==> config.mk <==
export PLATFORM = sky130hd
export DESIGN_NAME = core_alu_register
export DESIGN_NICKNAME = d
export VERILOG_FILES = /design/src/rtl/core_alu_register.sv
export SDC_FILE = /design/constraint.sdc
export NUM_CORES = 1
export LEC_CHECK = 0
export BUFFER_PORTS_ARGS = -buffer_cell sky130_fd_sc_hd__buf_2
export CORE_MARGIN = 1
export CORE_UTILIZATION = 55
export CTS_CLUSTER_SIZE = 25
export DETAILED_ROUTE_END_ITERATION = 10
export PLACE_DENSITY = 0.78
export RECOVER_POWER = 100
export SYNTH_ARGS = -nofsm -noshare
export SYNTH_HDL_FRONTEND = slang
export SYNTH_SLANG_ARGS = --single-unit
==> constraint.sdc <==
create_clock -name I_clock -period 11.1 [get_ports I_clock]
set_input_delay 2.22 -clock I_clock [delete_from_list [all_inputs] [get_ports I_clock]]
set_output_delay 2.22 -clock I_clock [all_outputs]
set_load 0.02 [all_outputs]
==> src/rtl/core_alu_register.sv <==
// core_alu_register: 8-bit combinational ALU with 6502-style N/V/Z/C flags,
// plus an enable-strobed output register with a synchronous, parameterised reset.
module core_alu_register #(
    parameter logic [7:0] RESET_RESULT = 8'h00,
    parameter logic [3:0] RESET_FLAGS  = 4'h0
) (
    input  logic       I_clock,
    input  logic       I_reset,
    input  logic       I_enable,
    input  logic [3:0] I_control,
    input  logic [7:0] I_lhs,
    input  logic [7:0] I_rhs,
    input  logic       I_carry,
    input  logic       I_overflow,
    input  logic       I_sign,
    input  logic       I_zero,
    output logic [7:0] O_result,
    output logic       O_carry,
    output logic       O_overflow,
    output logic       O_sign,
    output logic       O_zero,
    output logic [7:0] O_reg_result,
    output logic [3:0] O_reg_flags
);

    typedef enum logic [3:0] {
        OP_NOP  = 4'd0,
        OP_ORA  = 4'd1,
        OP_AND  = 4'd2,
        OP_EOR  = 4'd3,
        OP_ADC  = 4'd4,
        OP_SBC  = 4'd5,
        OP_CMP  = 4'd6,
        OP_BIT  = 4'd7,
        OP_ASL  = 4'd8,
        OP_LSR  = 4'd9,
        OP_ROL  = 4'd10,
        OP_ROR  = 4'd11,
        OP_INC  = 4'd12,
        OP_DEC  = 4'd13,
        OP_PASS = 4'd14,
        OP_RSVD = 4'd15
    } aluOp_e;

    aluOp_e     op;
    logic [8:0] sumWide;
    logic [7:0] resultComb;
    logic       carryComb;
    logic       overflowComb;
    logic       signComb;
    logic       zeroComb;
    logic [7:0] regResult_q, regResult_d;
    logic [3:0] regFlags_q,  regFlags_d;

    assign op = aluOp_e'(I_control);

    // ALU datapath: every flag defaults to its incoming value, and each op
    // overrides only the flags it defines; N/Z derive from the result last.
    always_comb begin
        sumWide      = 9'd0;
        resultComb   = I_lhs;
        carryComb    = I_carry;
        overflowComb = I_overflow;
        signComb     = I_sign;
        zeroComb     = I_zero;
        unique case (op)
            OP_ORA: resultComb = I_lhs | I_rhs;
            OP_AND: resultComb = I_lhs & I_rhs;
            OP_EOR: resultComb = I_lhs ^ I_rhs;
            OP_ADC: begin
                sumWide      = {1'b0, I_lhs} + {1'b0, I_rhs} + {8'd0, I_carry};
                resultComb   = sumWide[7:0];
                carryComb    = sumWide[8];
                overflowComb = (I_lhs[7] == I_rhs[7]) && (resultComb[7] != I_lhs[7]);
            end
            OP_SBC: begin
                sumWide      = {1'b0, I_lhs} + {1'b0, ~I_rhs} + {8'd0, I_carry};
                resultComb   = sumWide[7:0];
                carryComb    = sumWide[8];
                overflowComb = (I_lhs[7] != I_rhs[7]) && (resultComb[7] != I_lhs[7]);
            end
            OP_CMP: begin
                resultComb = I_lhs - I_rhs;
                carryComb  = (I_lhs >= I_rhs);
            end
            OP_BIT: begin
                resultComb   = I_lhs & I_rhs;
                overflowComb = I_rhs[6];
            end
            OP_ASL: begin
                resultComb = {I_lhs[6:0], 1'b0};
                carryComb  = I_lhs[7];
            end
            OP_LSR: begin
                resultComb = {1'b0, I_lhs[7:1]};
                carryComb  = I_lhs[0];
            end
            OP_ROL: begin
                resultComb = {I_lhs[6:0], I_carry};
                carryComb  = I_lhs[7];
            end
            OP_ROR: begin
                resultComb = {I_carry, I_lhs[7:1]};
                carryComb  = I_lhs[0];
            end
            OP_INC:  resultComb = I_lhs + 8'd1;
            OP_DEC:  resultComb = I_lhs - 8'd1;
            OP_PASS: resultComb = I_rhs;
            default: resultComb = I_lhs;
        endcase
        if ((op != OP_NOP) && (op != OP_RSVD)) begin
            zeroComb = (resultComb == 8'd0);
            signComb = (op == OP_BIT) ? I_rhs[7] : resultComb[7];
        end
    end

    assign O_result   = resultComb;
    assign O_carry    = carryComb;
    assign O_overflow = overflowComb;
    assign O_sign     = signComb;
    assign O_zero     = zeroComb;

    // Next-state for the output register: capture on enable, otherwise hold.
    always_comb begin
        regResult_d = regResult_q;
        regFlags_d  = regFlags_q;
        if (I_enable) begin
            regResult_d = resultComb;
            regFlags_d  = {signComb, overflowComb, zeroComb, carryComb};
        end
    end

    // Output register; reset is sampled on the edge and overrides a capture.
    always_ff @(posedge I_clock) begin
        if (I_reset) begin
            regResult_q <= RESET_RESULT;
            regFlags_q  <= RESET_FLAGS;
        end else begin
            regResult_q <= regResult_d;
            regFlags_q  <= regFlags_d;
        end
    end

    assign O_reg_result = regResult_q;
    assign O_reg_flags  = regFlags_q;

endmodule

Yosys cells after proc, flatten, opt, wreduce, memory -nomap -nowiden
Cells that the tools add are included.
- register bits: 12
- bits in latches: 0
- bits in writable memories: 0
- bits in read-only memories: 0
- input bits: 27
- output and inout port bits: 24
- word-level logic and storage cells: 47
- memories kept: 0
- $add $sub $neg: 7
- multiply operators: 0
- divide/modulo/power cells: 0
- magnitude comparators: 1
- equal/unequal tests: 19
- shift-type cells: 0
- mux-type cells: 6
- bitwise logic cells: 4
- reductions and logical operators: 8
- operator list (operator ; number):
    $pmux 8 s13 ; 1
    $eq 4x4->1 const B ; 7
    $add 8x8->9 ; 2
    $add 9x1->9 ; 2
    $eq 4x3->1 const B ; 4
    $add 8x1->8 const B ; 1
    $and 8x8->8 ; 1
    $eq 4x2->1 const B ; 2
    $ge 8x8->1 ; 1
    $logic_not 8->1 ; 1
    $not 8->8 ; 1
    $or 8x8->8 ; 1
    $sub 8x1->8 const B ; 1
    $sub 8x8->8 ; 1
    $xor 8x8->8 ; 1
    $reduce_or 2->1 ; 3
    $pmux 1 s5 ; 1
    $eq 4x1->1 const B ; 1
    $ne 4x4->1 const B ; 1
    $reduce_bool 4->1 ; 1
    $logic_and 1x1->1 ; 3
    $mux 1 ; 3
    $ne 1x1->1 ; 3
    $pmux 1 s3 ; 1
    $eq 1x1->1 ; 1

Depth between registers and ports, before layout
- depth after elaboration: 6
- mapped depth: 13
- mapped depth without buffers: 12

Least setup slack after synthesis
No wires, ideal clock.
- kind: input to output
- start: in I_lhs[0]
- end: out O_zero
- arrival time: 5259 ps
- data required time: 8880 ps
- slack: 3621 ps
- stages on the path: 13
- buffers on the path: 1
- cell sequence: clkbuf_1 inv_1 fa_1 inv_1 fa_1 inv_1 a21oi_2 o311ai_4 o221ai_2 or4_1 or3_1 nor4_2 a21o_1
- cells in the longest elaborated chain, start to end: 5
- ends and longest elaborated chain (what ; line ; RTL):
    start: declaration ; 11 ; input logic [7:0] I_lhs,
    $add 8x8->9, on equally long branches ; 77, 71 ;
    $add 9x1->9, on equally long branches ; 77, 71 ;
    $pmux 8 s13 * ; 66 ; unique case (op)
    $logic_not 8->1 * ; 112 ; zeroComb = (resultComb == 8'd0);
    $mux 1 * ; 111 ; if ((op != OP_NOP) && (op != OP_RSVD)) begin
    end: declaration ; 21 ; output logic O_zero,
Mark *: on every way between the ends. The rest lies on a longest branch, timed or not.

Final worst setup path
Same ends and word-level chain as after synthesis.

==> results.md <==
- Slew margin rel.: 49.2%
- Initial antenna violation count: 0
- Synth area leader: ha_1
- Compound-Gate Fraction of Synth Area: roughly 33%
- PortBufs: 50
- Maximum vdd drop: 0.0658 mV
- Synthesized area per cell: about 6.9 sq um
- NumNets Final: slightly above 500
- Clk Latency, worst-skew pair: between 200 and 250 ps
- Final setup viols: 0
- Critical path fanouts, max: 10
- Hpwl dp: approximately 7100 microns
- Total negative slack: 0 ps
- Simple-Gate Fraction of Synth Area: between 20 and 30%
- Cells along the critical path: clkbuf_1 > inv_1 > fa_1 > inv_1 > fa_1 > inv_1 > a21oi_2 > o311ai_4 > o221ai_1 > or4_1 > or3_1 > nor4_2 > a21o_1 > clkbuf_1
- Per-cell routed wire length: 17.6 microns
- Ys flop type: dfxtp_1
- First-pass GRT wire length: 15,300 microns
- Die Ht: between 70 and 80 microns
- Drt total wl: slightly above 9000 microns
- Post-route minimum period: between 8000 and 9000 ps
- Fin. Hold Viols: 0
- Diodes inserted: 0
- Power Dens Cells: roughly 77 nW/um^2
- Main combinational cell family by area after synthesis: compound AO/OA/AOI/OAI gates
- CP dominant cell by count: inv_1
- Post-synth top area share: between 10 and 15%
- Status: complete, no violations
- Hold Crit Class: flip-flop to flip-flop
- Power, Total: between 0.0002 and 0.00025 W
- Post-CTS Setup Inserts: 0
- Total CTS buffers: 3
- Part of the cycle the worst path needs: roughly 72%
- Layout cells sized above 1: under 10%
- Crit path DAT: 5800 ps
- Depth of the worst register-to-register path: 3
- Slew @ Worst Pin: roughly 760 ps
- Synth Area in XOR/XNOR: ~2.3%
- Grt ovf: 0
- Routed Antenna Nets: 0
- FP Rows: 26
- Vias per cell: around 6.5
- Post-cts resize count: 0
- Filler cells: just over 500
- Sink Count: 12
- DR pass1 iterations: 5
- Initial Utilization: about three fifths
- Area grow syn2layout: 5.38%
- Slowest stage delay, CP: about 540 ps
- Ports: 51
- Crit-path slowest cell: or4_1
- Layout Cells excl Fill: ~530
- Leakage power: 1.33 nW
- Mapped Area: between 3000 and 4000 sq um
- Max cap viols: 0
- Final Max Tran Viols: 0
- Post-synthesis adder-cell area fraction: about 14%
- Largest net degree at the start of global routing: 48
- Clock buffer depth: 2
- 1st-iter DRT viols: ~370
- Clk slew on worst S/H paths: 50 ps
- Critical path data required time: approximately 8900 ps
- Final hold slack: between 400 and 500 ps
- DR vias: around 3,400
- Remaining DRCs: 0
- CTS tree: done
- Most frequent cell after synthesis: a21oi_1
- GPL Wtd Cong: 0.929
- Mux share of post-synthesis cell area: approximately 4.3%
- Total die area: a little under 6000 sq um
- Fmax: 125 MHz
- Core area: 5200 sq um
- RSZ-0062 raised after global routing: false
- Dominant cells by area after synthesis: ha_1, dfxtp_1, a21oi_1
- EDFF count, synth: 0
- Worst hold path depth: 2
- Synth cell count leaders: a21oi_1, nor2_1, inv_1
- Placed instance count: between 500 and 600
- Htree depth: 1
- Die Wd: between 70 and 80 microns
- Worst clock skew: 0 ps
- Startpoint types: primary input
- Hold Buf Count CTS: 0
- Sequential share of the synthesized area: around 8%
- Syn. warnings: 0
- Clk root buf: clkbuf_8
- Async set-reset flop share out of synthesis: 0%
- Reg2reg setup slack: slightly above 10,000 ps
- Overall global routing resource usage: roughly 32%
- Cell count after synthesis: 436
- Kind of critical path: primary input to primary output
- Number of global-route vias before repair: between 3,000 and 4,000
- Cell variety after synth: between 70 and 80
- Syn Nets: approximately 500
- Synth Register Bits: 12
- CP endpoint kind: primary output
## final cells by class
class                   instances  area, sq um  share of cell area, %
multi-input cells             353         2450                   76.8
flip-flops and latches         12          240                   7.54
repair buffers                 51          225                   7.06
inverters                      35          131                   4.12
well taps                      70         87.6                   2.75
clock buffers                   4         55.1                   1.73
## flip-flops by register name (all words and copies together) (netlist names)
signal        cells
O_reg_result      8
O_reg_flags       4
## placed cells by master, fill, tap and decap left out, types with 3 or more instances in the layout
master | Yosys | layout
mux2i_1 | 12 | 12
fa_1 | 5 | 5
a21o_1 | 6 | 6
and3_1 | 4 | 4
ha_1 | 25 | 25
or3_1 | 4 | 4
nor3_1 | 9 | 9
a31oi_1 | 6 | 6
inv_1 | 35 | 35
a22oi_1 | 3 | 3
dfxtp_1 | 12 | 12
o22ai_1 | 3 | 3
xnor2_1 | 7 | 7
clkbuf_1 | 17 | 26
buf_2 | 11 | 24
nand2_1 | 31 | 31
or4_1 | 3 | 3
clkbuf_8 | 0 | 4
o31ai_1 | 5 | 5
o211ai_1 | 9 | 9
a21oi_1 | 44 | 44
nand4_1 | 6 | 6
nand4b_1 | 3 | 3
nor4_1 | 5 | 5
a211o_1 | 7 | 7
nor2b_1 | 13 | 13
o221ai_1 | 4 | 5
o21ai_0 | 19 | 19
nand3_1 | 12 | 12
nor2_1 | 38 | 38
a211oi_1 | 6 | 7
nor3b_1 | 4 | 4
nand2b_1 | 12 | 12
## layer usage
metal	global-route usage, %	share of wire [%]
met1	42.9	42
met3	1.80	7.6
met2	52.3	46
met5	0	0
met4	17.1	5.0
## critical path, delay by kind of cell
kind	cells	cell delay (ps)
fa+ha+maj	2	870
buf+inv	5	950
simple gates	3	1060
compound gates	4	690
## logic make-up (layout without fill, tap and decap cells)
kind of cell,count (synthesis),count (layout)
compound gates,144,144
xor+xnor,8,8
fa+ha+maj,30,30
buf+inv,71,90
flops,12,12
mux,13,13
simple gates,158,158
## where the power goes
| part | internal (W) | switching, W | total (W) | leakage, nW |
|---|---|---|---|---|
| clock network | 0.0000312 | 0.0000149 | 0.0000461 | 0.0288 |
| registers | 0.0000470 | 0.00000179 | 0.0000487 | 0.0989 |
| logic | 0.0000514 | 0.0000983 | 0.000150 | 1.21 |
## path summary, 6_finish.rpt
kind / from / endpoint
worst max-delay path: I_lhs[0] / O_zero
worst min-delay path: O_reg_result[0] / O_reg_result[0]
worst min register to register: O_reg_result[0] / O_reg_result[0]
worst max register to register: O_reg_flags[1] / O_reg_flags[1]
## per-stage QoR
stage / setup slack, ps / area, sq um / util [%]
floorplan: 3620 / 3030 / -
global placement: 3470 / 3180 / 61.0
detailed placement: 3410 / 3180 / 61.0
CTS: 3410 / 3230 / 62.1
global route: 2840 / 3190 / 61.3
finish: 3080 / 3190 / 61.3
Note: power is estimated with default switching activity, not from simulation.
